<file path="config.mk">
export PLATFORM = sky130hd
export DESIGN_NAME = spi_instruction_frontend
export DESIGN_NICKNAME = d
export VERILOG_FILES = /design/src/rtl/spi_instruction_frontend.sv
export SDC_FILE = /design/constraint.sdc
export NUM_CORES = 1
export LEC_CHECK = 0
export ABC_AREA = 0
export BUFFER_PORTS_ARGS = -buffer_cell sky130_fd_sc_hd__buf_2
export CAP_MARGIN = 5
export CORE_ASPECT_RATIO = 0.75
export CORE_MARGIN = 1.5
export CORE_UTILIZATION = 59
export DETAILED_ROUTE_END_ITERATION = 12
export PLACE_DENSITY = 0.88
export SYNTH_ARGS = -nofsm -noshare
export SYNTH_HDL_FRONTEND = slang
export SYNTH_SLANG_ARGS = --single-unit
export TNS_END_PERCENT = 1
</file>
<file path="constraint.sdc">
create_clock -name clk -period 4.4 [get_ports clk]
set_input_delay 0.88 -clock clk [delete_from_list [all_inputs] [get_ports clk]]
set_output_delay 0.88 -clock clk [all_outputs]
set_load 0.05 [all_outputs]
</file>
<file path="src/rtl/spi_instruction_frontend.sv">
// SPI mode-0 target that turns a 16-bit host frame into a one-cycle opcode/operand issue and a start strobe,
// and shifts the previously captured execution result back out on MISO. SCLK/CS are oversampled by clk.
module spi_instruction_frontend #(
  parameter int INPUT_DATA_WIDTH  = 4,
  parameter int OUTPUT_DATA_WIDTH = 8,
  parameter int SYNC_STAGES       = 2,
  parameter int START_DELAY       = 2
) (
  input  logic                           clk,
  input  logic                           reset,
  input  logic                           spi_sclk,
  input  logic                           spi_cs_n,
  input  logic                           spi_mosi,
  output logic                           spi_miso,
  input  logic [OUTPUT_DATA_WIDTH-1:0]   cpu_out,
  output logic [2*INPUT_DATA_WIDTH-1:0]  opcode,
  output logic [2*INPUT_DATA_WIDTH-1:0]  operand,
  output logic                           start,
  output logic                           busy,
  output logic                           frame_err
);

  localparam int WORD_W  = 2 * INPUT_DATA_WIDTH;
  localparam int FRAME_W = 4 * INPUT_DATA_WIDTH;
  localparam int CNT_W   = $clog2(FRAME_W + 1);
  localparam int DLY_W   = (START_DELAY > 1) ? $clog2(START_DELAY) : 1;

  typedef enum logic [2:0] {S_IDLE, S_SHIFT, S_ISSUE, S_WAIT, S_DRAIN} state_t;

  state_t state, state_n;

  logic [SYNC_STAGES-1:0]       sclk_sync, cs_sync, mosi_sync;
  logic                         sclk_prev, cs_prev;
  logic                         sclk_s, cs_s, mosi_s;
  logic                         sclk_rise, sclk_fall, cs_rise, cs_fall;
  logic [FRAME_W-1:0]           shift_reg;
  logic [CNT_W-1:0]             bit_cnt;
  logic [DLY_W-1:0]             dly_cnt;
  logic [OUTPUT_DATA_WIDTH-1:0] reply;
  logic                         err_done;

  assign sclk_s    = sclk_sync[SYNC_STAGES-1];
  assign cs_s      = cs_sync[SYNC_STAGES-1];
  assign mosi_s    = mosi_sync[SYNC_STAGES-1];
  assign sclk_rise = sclk_s & ~sclk_prev;
  assign sclk_fall = ~sclk_s & sclk_prev;
  assign cs_rise   = cs_s & ~cs_prev;
  assign cs_fall   = ~cs_s & cs_prev;

  // Synchronisers reset to 0, so a CS already low at reset release never looks like a fall.
  always_ff @(posedge clk) begin
    if (reset) begin
      sclk_sync <= '0;
      cs_sync   <= '0;
      mosi_sync <= '0;
      sclk_prev <= 1'b0;
      cs_prev   <= 1'b0;
    end else begin
      sclk_sync <= {sclk_sync[SYNC_STAGES-2:0], spi_sclk};
      cs_sync   <= {cs_sync[SYNC_STAGES-2:0], spi_cs_n};
      mosi_sync <= {mosi_sync[SYNC_STAGES-2:0], spi_mosi};
      sclk_prev <= sclk_s;
      cs_prev   <= cs_s;
    end
  end

  always_ff @(posedge clk) begin
    if (reset) begin
      state     <= S_IDLE;
      shift_reg <= '0;
      bit_cnt   <= '0;
      dly_cnt   <= '0;
      reply     <= '0;
      err_done  <= 1'b0;
    end else begin
      state <= state_n;

      if (state == S_IDLE && cs_fall) begin
        bit_cnt  <= '0;
        err_done <= 1'b0;
      end else if (state == S_SHIFT && sclk_rise && bit_cnt != CNT_W'(FRAME_W)) begin
        shift_reg <= {shift_reg[FRAME_W-2:0], mosi_s};
        bit_cnt   <= bit_cnt + CNT_W'(1);
      end else if (frame_err) begin
        err_done <= 1'b1;
      end

      if (state == S_ISSUE)
        dly_cnt <= '0;
      else if (state == S_WAIT)
        dly_cnt <= dly_cnt + DLY_W'(1);

      // Reply shifts left with zero fill, so MISO naturally reads 0 after the last result bit.
      if (state == S_IDLE && cs_fall)
        reply <= cpu_out;
      else if (cs_rise)
        reply <= '0;
      else if (sclk_fall && !cs_s)
        reply <= {reply[OUTPUT_DATA_WIDTH-2:0], 1'b0};
    end
  end

  assign spi_miso = reply[OUTPUT_DATA_WIDTH-1] & ~cs_s;

  always_comb begin
    state_n   = state;
    opcode    = '0;
    operand   = '0;
    start     = 1'b0;
    busy      = 1'b0;
    frame_err = 1'b0;
    case (state)
      S_IDLE: begin
        if (cs_fall) state_n = S_SHIFT;
      end
      S_SHIFT: begin
        busy = 1'b1;
        if (cs_rise) begin
          frame_err = 1'b1;
          state_n   = S_IDLE;
        end else if (sclk_rise && bit_cnt == CNT_W'(FRAME_W - 1)) begin
          state_n = S_ISSUE;
        end
      end
      S_ISSUE: begin
        busy    = 1'b1;
        opcode  = shift_reg[FRAME_W-1:WORD_W];
        operand = shift_reg[WORD_W-1:0];
        state_n = S_WAIT;
      end
      S_WAIT: begin
        busy = 1'b1;
        if (dly_cnt == DLY_W'(START_DELAY - 1)) begin
          start   = 1'b1;
          state_n = cs_s ? S_IDLE : S_DRAIN;
        end
      end
      S_DRAIN: begin
        if (cs_rise) state_n = S_IDLE;
      end
      default: state_n = S_IDLE;
    endcase
    // Extra SCLK rises after the full frame only flag an error, once, while CS is still low.
    if ((state == S_ISSUE || state == S_WAIT || state == S_DRAIN) && sclk_rise && !cs_s && !err_done)
      frame_err = 1'b1;
  end

endmodule

</file>
# Word-level counts from Yosys, hierarchy flattened
# Index checks and enable logic that the tools add are counted.
# op_classes
reduce_logical	20
n_addsub	2
n_eq_ne	10
n_mux	18
n_bitwise	11
# ops
operator	count
two-way mux 8 bit	5
two-way mux 3 bit	6
case mux 3 bit (5 select lines)	1
logical AND 1 bit	8
equality test 3 x 2 -> 1 bit, second input constant	2
two-way mux 1 bit	6
inequality test 2 bit, second input constant	3
inverter 1 bit	6
adder 5 x 1 -> 5 bit, second input constant	1
bitwise AND 1 bit	5
equality test 5 x 4 -> 1 bit, second input constant	1
inequality test 5 bit, second input constant	1
AND reduction 2 bit	2
AND reduction 4 bit	1
OR reduction 2 bit	2
equality test 3 x 1 -> 1 bit, second input constant	1
equality test 3 bit, second input constant	1
logical NOT 3 bit	1
inequality test 3 x 2 -> 1 bit, second input constant	1
nonzero test 3 bit	1
OR reduction 3 bit	1
logical NOT 1 bit	2
logical OR 1 bit	2
adder 1 bit, second input constant	1
# totals
output_inout_bits	20
word_cells	72
ff_bits	42
inputBits	13

# Longest topological paths before layout
# Gate-level depths: netlist of run 1.
# logic_depth
depth_word	8
ltp_mapped	8
mapped_depth_nobuf	6

# Worst setup path before layout of run 1
# Ideal clock, no wire load.
# synth_timing
kind	register -> output
from	reg state[2]
to	out opcode[1]
t_arrival_ns	1.501
path_stages_with_launch	6
n_path_buf	2
required_time_ns	3.520
path_slack_ns	2.019
path_cell_list	dfxtp_1 > buf_8 > nand2b_1 > nor2_1 > clkbuf_1 > and2_1
# synth_via
elab_chain_cells	2
# synth_rtl
element	line_no	text
start: declaration	30	state_t state, state_n;
start signal: assignment	76	state <= state_n;
equality test 3 x 2 -> 1 bit	112	case (state)
two-way mux 8 bit	112	
end: declaration	16	output logic [2*INPUT_DATA_WIDTH-1:0] opcode,
# Every way passes these cells.

# Worst setup path in the final report of run 1
# layout_timing
from	reg state[1]
to	out opcode[6]
# The elaborated chain is that of the path after synthesis.

==> impl_metrics.ini, run 1 <==
[critical_path]
cp_slowest_cell = nor2_1
cp.required_ps = 3520
cpLargestDelayFamily = simple AND/OR/NAND/NOR gates
worstSetupEndpointType = primary output
r2r_start = state[0]$_SDFFE_PP0P_
rr_endpoint = shift_reg[14]$_SDFFE_PP0P_
worstRegToRegCells = 4
path_buf_inv = 1
rrSetupSlack_ps = 2260
arrival_ps = 2110
cp_max_fo = 16
startpoint_type = flop
slowest_delay_ps = 610
critPathKind = reg -> out
worstPathCellList = nand2b_1 > nor2_1 > and2_1 > buf_2

[global_routing]
grt_max_degree = 37
grtUsageMet1 = 0.258
grt_util_met3 = 0.0538
grt_antenna_before_repair = 0
grtUsageMet2 = 0.332
grt.busiest_layer = met2
gr-total-overflow = 0
grt_pass1_vias = 1297
grt_pass1_wl_mm = 5.51
grtUsageTotal = 0.208

[final_layout]
regArea_um2 = 841
final_cell_mix = dfxtp_1, nand2_1, buf_2
largest_reg_flops = 16
diodes = 0
drive_gt1_frac = 0.209
area_growth_pct = 11.1
multiInputGateArea_um2 = 942
nNetsFinal = 265
fillers = 249
final_common_cell = dfxtp_1

[power]
ir_worst_vdd_mv = 0.279
pwr-share-seq = 0.528
power.net_switching_w = 0.000158
power.share.clock = 0.412
leakagePower_nw = 0.853
internal_power_w = 0.000588
pwr-share-comb = 0.060
p_sw_frac = 0.211
p_per_area_nw_per_um2 = 351

[floorplan]
dieArea_um2 = 3590
core_area_um2 = 3020
die_w_um = 68.7
io_pins = 33
rows = 17
start_util = 0.633
die_h_um = 52.3

[cts]
cts-resized-gates = 0
numCtsBuffers = 5
clk_latency_ps = 290
cts.sinks = 42
clkTransAtPathRegs_ps = 80
cts_setup_buffers = 0
cts_tree = done
h-tree-depth = 2
clockBufferDepth = 2
holdBufCountCts = 0
cts_root_buffer = clkbuf_8

[synth]
syn-cell-area_um2 = 1910
ys_ff_latch = 42
seq_area_frac_synth = 0.440
syn_avg_cell_area_um2 = 8.45
synth_edf_count = 0
netlist_instances = 226
synth_ff_type = dfxtp_1
syn_nets = 242
async_flop_share = 0
synth.distinct_cells = 36
yosys_warnings = 0

[sta]
hold_violations = 0
setup_tns_ps = 0
relSlewSlack = 0.513
skew_ps = 6.24
max_slew.worst_pin.slew_ps = 727
grt_setup_unrepaired = false
min_period_over_period = 0.680
min_period_ps = 2990
slew_viol_final = 0
setup_viol = 0
fin_ws_ps = 1410
max_freq_mhz = 334

[route]
vias_per_cell = 5.34
antenna_left = 0
drtIter0Drc = 112
drc = 0
drtPass1Iterations = 4
via_count = 1533
avgRoutedWirePerCell_um = 12.0
wl_mm = 3.44

[placement]
place.gp.congestion = 0.895
dpl.hpwl_mm = 2.29
port_buffers = 32
dp_slack_ps = 1780

[job]
cap_violations = 0

[min_path]
hold_path_end = shift_reg[0]$_SDFFE_PP0P_
hold_depth = 2
hp-start = mosi_sync[1]$_SDFF_PP0_
hold_class = reg -> reg

[status]
status = finished, final reports clean
cell usage after synthesis (2+ instances only):
cell       count  area [um2]
nand4_1        2        12.5
buf_6          2        22.5
and3_1         4        25.0
nor2b_1       11        68.8
clkbuf_1       9        33.8
nand2_1       37         139
nand3_1        2        10.0
ha_1           3        37.5
nand2b_1       4        25.0
inv_1          5        18.8
dfxtp_1       42         841
xor2_1         2        17.5
o21ai_0        9        45.0
a21oi_1       24         120
buf_2          2        10.0
and2_1        16         100
a2111oi_2      7         105
or3b_2         2        17.5
nor2_1        25        93.8
nor3_1         2        10.0
tightest hold or removal path, cell delays in order (launching register included):
cell	delay, ps
dfxtp_1	300
nand2_1	40
a21oi_1	50
metal layers:
metal	routed length (um)	share of wire
met3	139	0.040
met5	0	0
met4	58	0.017
met2	1560	0.45
met1	1690	0.49
power groups by stage:
stage | logic (W) | registers, W | clock network, W
final | 0.0000449 | 0.000394 | 0.000307
after global routing | 0.0000496 | 0.000395 | 0.000326
after CTS | 0.0000451 | 0.000394 | 0.000310
after detailed placement | 0.0000452 | 0.000402 | 0
after global placement | 0.0000444 | 0.000402 | 0
after floorplan | 0.0000376 | 0.000401 | 0
through the flow:
step	util	total power, W	std cells	hold WS [ps]	cell area (um2)
final	0.703	0.000746	287	438	2120
after global routing	0.703	0.000770	287	458	2120
after CTS	0.703	0.000749	287	441	2120
after detailed placement	0.665	0.000448	280	426	2010
after global placement	0.665	0.000447	280	421	2010
after floorplan	-	0.000438	226	414	1910
how the worst max path moves through the flow:
| stage | startpoint | end | slack, ps | cells past startpoint |
|---|---|---|---|---|
| floorplan | state[2]$_SDFFE_PP0P_ | opcode[1] | 2020 | 5 |
| global placement | cs_sync[1]$_SDFF_PP0_ | frame_err | 1890 | 4 |
| detailed placement | state[1]$_SDFFE_PP0P_ | opcode[6] | 1780 | 4 |
| CTS | state[1]$_SDFFE_PP0P_ | opcode[6] | 1420 | 4 |
| global route | state[1]$_SDFFE_PP0P_ | opcode[3] | 1220 | 4 |
| finish | state[1]$_SDFFE_PP0P_ | opcode[6] | 1410 | 4 |
logic make-up (layout without fill, tap and decap cells):
| kind of cell | after synthesis | after routing | synth area share |
|---|---|---|---|
| fa+ha+maj | 3 | 3 | 0.0196 |
| flops | 42 | 42 | 0.440 |
| xor+xnor | 3 | 3 | 0.0138 |
| mux | 1 | 1 | 0.00524 |
| compound gates | 44 | 44 | 0.160 |
| buf+inv | 21 | 44 | 0.0668 |
| simple gates | 112 | 112 | 0.295 |
area by class of cell:
class,count,area share
clock buffers,6,0.0389
inverters,5,0.00884
flip-flops and latches,42,0.396
multi-input cells,163,0.444
repair buffers,32,0.0755
well taps,38,0.0224
clock inverters,1,0.0142
Power figures use the tool's default switching activity.
==> run 2, diff against run 1 <==
- ABC_AREA: 0 -> 1
- CORE_UTILIZATION: 59 -> 50
- PLACE_DENSITY: 0.88 -> 0.8
- clock period: 4.4 -> 2.6 ns (I/O delays scaled with it)
==> run 2 against run 1 <==
  * Clock skew barely moved
  * Global-route usage fell by 1.6 points
  * Register-to-register slack got worse by 1400 ps
  * Worst hold slack got worse by 35 ps
  * Clock-buffer cell count fell by 1
  * Synthesized cell count rose by 28%
  * Routed wire length rose by 10%
  * Clock power rose by 62%
  * Final cell count rose by 30%
  * Worst setup slack got worse by 1000 ps
  * Via count rose by 17%
  * Critical path type unchanged
  * Largest power group unchanged
==> impl_metrics.ini, run 2 <==
[cts]
cts.sinks = 42
cts_tree = done
cts_setup_buffers = 0
h-tree-depth = 2
cts-resized-gates = 0
holdBufCountCts = 0
clockBufferDepth = 2
numCtsBuffers = 5
cts_root_buffer = clkbuf_8
clkTransAtPathRegs_ps = 70
clk_latency_ps = 290

[synth]
synth_compound_area_frac = 0.0879
synth_area_leader_cell = dfxtp_1
netlist_instances = 289
synth_top_cell_area_share = 0.431
synth_edf_count = 0
yosys-top-cells-area = dfxtp_1, nor2_1, inv_1
synth_mux_area_frac = 0
syn_avg_cell_area_um2 = 6.75
synth_top_family_by_area = simple AND/OR/NAND/NOR gates
synth_ff_type = dfxtp_1
synth_xor_xnor_area_share = 0.00899
synthMostInstantiatedCell = nor2_1
ys_ff_latch = 42
yosys_warnings = 0
syn-cell-area_um2 = 1950
seq_area_frac_synth = 0.431
synth_adder_area_share = 0.0193
async_flop_share = 0
synth-simple-area-share = 0.332
synthTopCellsByCount = nor2_1, dfxtp_1, inv_1
syn_nets = 305
synth.distinct_cells = 22

[sta]
min_period_over_period = 0.847
hold_ws_ps = 403
skew_ps = 5.97
max_freq_mhz = 454
min_period_ps = 2200
grt_setup_unrepaired = false
hold_violations = 0
setup_viol = 0
slew_viol_final = 0
max_slew.worst_pin.slew_ps = 580
setup_tns_ps = 0
relSlewSlack = 0.613

[job]
cap_violations = 0

[global_routing]
grt_max_degree = 25
grt_pass1_vias = 1471
grt_pass1_wl_mm = 6.33
gr-total-overflow = 0
grtUsageTotal = 0.192
grt_antenna_before_repair = 0

[final_layout]
largest_reg_flops = 16
final_common_cell = nor2_1
drive_gt1_frac = 0.166
fillers = 370
area_growth_pct = 14.2
diodes = 0
final_cell_area_um2 = 2230
nNetsFinal = 335
final_cell_mix = nor2_1, inv_1, dfxtp_1

[status]
status = finished, final reports clean

[floorplan]
io_pins = 33
die_h_um = 57.1
dieArea_um2 = 4290
die_w_um = 75.1
rows = 19
start_util = 0.526
core_area_um2 = 3710

[critical_path]
rr_endpoint = bit_cnt[2]$_SDFFE_PP0N_
cp_max_fo = 17
rrSetupSlack_ps = 890
r2r_start = bit_cnt[0]$_SDFFE_PP0N_
startpoint_type = flop
worstSetupEndpointType = primary output
critPathKind = reg -> out
worstRegToRegCells = 7
arrival_ps = 1680
cp.required_ps = 2080

[route]
avgRoutedWirePerCell_um = 10.2
via_count = 1791
drtIter0Drc = 104
vias_per_cell = 4.81
wl_mm = 3.79
drc = 0
drtPass1Iterations = 4
antenna_left = 0

[placement]
dpl.hpwl_mm = 2.64
port_buffers = 32
dpl-instance-area_um2 = 2120
place.gp.congestion = 0.895

[power]
ir_worst_vdd_mv = 0.491
p_per_area_nw_per_um2 = 566
leakagePower_nw = 1.03

[min_path]
hold_depth = 2
hp-start = cs_sync[0]$_SDFF_PP0_
hold_class = reg -> reg
hold_path_end = cs_sync[1]$_SDFF_PP0_
run 2: worst max-delay path by stage:
stage	startpoint	end	slack, ps	cells after the start
after floorplan	state[0]$_SDFFE_PP0P_	opcode[1]	570	4
after global placement	state[0]$_SDFFE_PP0P_	operand[0]	750	4
after detailed placement	state[0]$_SDFFE_PP0P_	operand[5]	700	4
after CTS	state[0]$_SDFFE_PP0P_	operand[5]	360	4
after global routing	state[0]$_SDFFE_PP0P_	opcode[7]	240	4
final	state[0]$_SDFFE_PP0P_	operand[5]	400	4
run 2: metrics by stage:
stage / worst slack, ps / util / total power (W) / std cells
2_1_floorplan: 568 / - / 0.000752 / 289
3_3_place_gp: 755 / 0.571 / 0.000774 / 364
3_5_place_dp: 700 / 0.571 / 0.000777 / 364
4_1_cts: 361 / 0.601 / 0.00128 / 372
5_1_grt: 236 / 0.601 / 0.00132 / 372
6_report: 397 / 0.601 / 0.00126 / 372
run 2: cell families after synthesis:
family / after synthesis
simple gates: 153
buf+inv: 56
flops: 42
compound gates: 33
fa+ha+maj: 3
xor+xnor: 2
run 2: layout make-up:
type	count	area [um2]	share of cell area
Clock buffer	5	68.8	0.0309
Clock inverter	3	40.0	0.0180
Inverter	47	179	0.0803
Multi-Input combinational cell	191	873	0.392
Sequential cell	42	841	0.378
Tap cell	52	65.1	0.0292
Timing Repair Buffer	32	160	0.0719
run 2: routing by layer:
metal | GRT usage | part of all wire
met3 | 0.0530 | 0.048
met2 | 0.272 | 0.44
met5 | 0 | 0
met4 | 0.0857 | 0.012
met1 | 0.272 | 0.50
run 2: power by group:
group          leakage, nW  switching [W]  internal (W)  total (W)
clock network       0.0579       0.000215      0.000282   0.000497
logic                0.627      0.0000603     0.0000320  0.0000923
registers            0.341     0.00000966      0.000661   0.000670
run 2: critical path: stages (launching register included):
cell,delay (ps)
dfxtp_1,380
nor2_4,190
nand2_1,330
nor2_1,210
buf_2,280
==> run 3, diff against run 2 <==
- CORE_UTILIZATION: 50 -> 55
- PLACE_DENSITY: 0.8 -> 0.83
- clock period: 2.6 -> 2.1 ns (I/O delays scaled with it)
==> run 3 against run 2 <==
  * The run now ends with DRC left
  * Sequential power rose by 24%
  * Critical path depth did not move
  * Combinational power rose by 24%
  * Critical endpoint is now opcode[2]
==> impl_metrics.ini, run 3 (same netlist as run 2, synthesis figures left out) <==
[final_layout]
final_common_cell = nor2_1
final_cell_area_um2 = 2190
fillers = 317
multiInputGateArea_um2 = 876
diodes = 0
final_core_util = 0.657
largest_reg_flops = 16
final_cell_mix = nor2_1, inv_1, dfxtp_1
nNetsFinal = 336
regArea_um2 = 841
area_growth_pct = 12.3
drive_gt1_frac = 0.163

[critical_path]
critPathKind = reg -> out
slowest_delay_ps = 380
worstPathCellList = nor2_4 > nand2_2 > nor2_1 > buf_2
path_buf_inv = 1
cp.required_ps = 1680
worstSetupEndpointType = primary output
arrival_ps = 1550
cp_slowest_cell = dfxtp_1
startpoint_type = flop
cpLargestDelayFamily = simple AND/OR/NAND/NOR gates
cp_max_fo = 17

[sta]
setup_viol = 0
setup_tns_ps = 0
slew_viol_final = 0
max_slew.worst_pin.slew_ps = 598
max_freq_mhz = 507
min_period_over_period = 0.939
skew_ps = 3.61
min_period_ps = 1970
hold_violations = 0
grt_setup_unrepaired = false
relSlewSlack = 0.601

[floorplan]
io_pins = 33
dieArea_um2 = 3910
die_h_um = 54.6
die_w_um = 71.7
rows = 18
core_area_um2 = 3330
start_util = 0.585

[cts]
clkTransAtPathRegs_ps = 70
cts-resized-gates = 1
holdBufCountCts = 0
clockBufferDepth = 2
cts.sinks = 42
cts_root_buffer = clkbuf_8
cts_tree = done
numCtsBuffers = 5
cts_setup_buffers = 0
h-tree-depth = 2
clk_latency_ps = 280

[global_routing]
gr-total-overflow = 0
grt_pass1_vias = 1377
grt_antenna_before_repair = 0
grt_max_degree = 25
grt_pass1_wl_mm = 6.01
grtUsageTotal = 0.201

[placement]
dpl.hpwl_mm = 2.67
port_buffers = 32
dpl-instance-area_um2 = 2110
place.gp.congestion = 0.862

[route]
drc = 3
via_count = 1732
top_layer = met4
wl_met2_mm = 1.64
wl_met1_mm = 1.90
avgRoutedWirePerCell_um = 10.4
vias_per_cell = 4.81
drtPass1Iterations = 8
wl_met3_um = 184
wl_mm = 3.74
antenna_left = 0
drtIter0Drc = 114

[power]
p_per_area_nw_per_um2 = 646
leakagePower_nw = 1.01
ir_worst_vdd_mv = 0.539

[min_path]
hold_class = in -> reg

[status]
violations = DRC
status = finished with violations

[job]
cap_violations = 0
==> run 3: layout make-up <==
cell class | count | area share
multi-input cells | 191 | 0.400
flip-flops and latches | 42 | 0.384
inverters | 47 | 0.0817
repair buffers | 33 | 0.0766
clock buffers | 7 | 0.0349
well taps | 40 | 0.0229
==> run 3: path summary, 6_finish.rpt <==
| kind | cells after the start | slack, ps | from | to |
|---|---|---|---|---|
| max | 4 | 130 | state[0]$_SDFFE_PP0P_ | opcode[2] |
| min | 3 | 340 | spi_cs_n | cs_sync[0]$_SDFF_PP0_ |
| max reg2reg | 7 | 690 | bit_cnt[0]$_SDFFE_PP0N_ | bit_cnt[2]$_SDFFE_PP0N_ |
| min reg2reg | 2 | 400 | sclk_sync[0]$_SDFF_PP0_ | sclk_sync[1]$_SDFF_PP0_ |
==> run 3: worst reg2reg max path: cells and delay by family (launching register included) <==
kind            cells  cell delay [ps]
fa+ha+maj           1              190
flops               1              390
buf+inv             2              350
simple gates        3              280
compound gates      1              140
==> run 3: report_power, final <==
group | internal, W | total (W) | leakage, nW | switching (W)
clock | 0.000229 | 0.000470 | 0.0383 | 0.000242
sequential | 0.000818 | 0.000830 | 0.341 | 0.0000120
combinational | 0.0000398 | 0.000114 | 0.632 | 0.0000744
==> run 3: metrics by stage <==
step                      hold WS [ps]  setup slack (ps)  cells  power [W]
after floorplan                    388               168    289   0.000931
after global placement             395               341    353   0.000960
after detailed placement           395               243    353   0.000963
after CTS                          333               114    360    0.00143
after global routing               341              2.35    360    0.00149
final                              338               128    360    0.00141
==> run 3: layer usage <==
layer,vias up,track usage
met2,40,0.313
met4,0,0.0597
met5,-,0
met1,757,0.274
met3,2,0.0589
li1,933,-
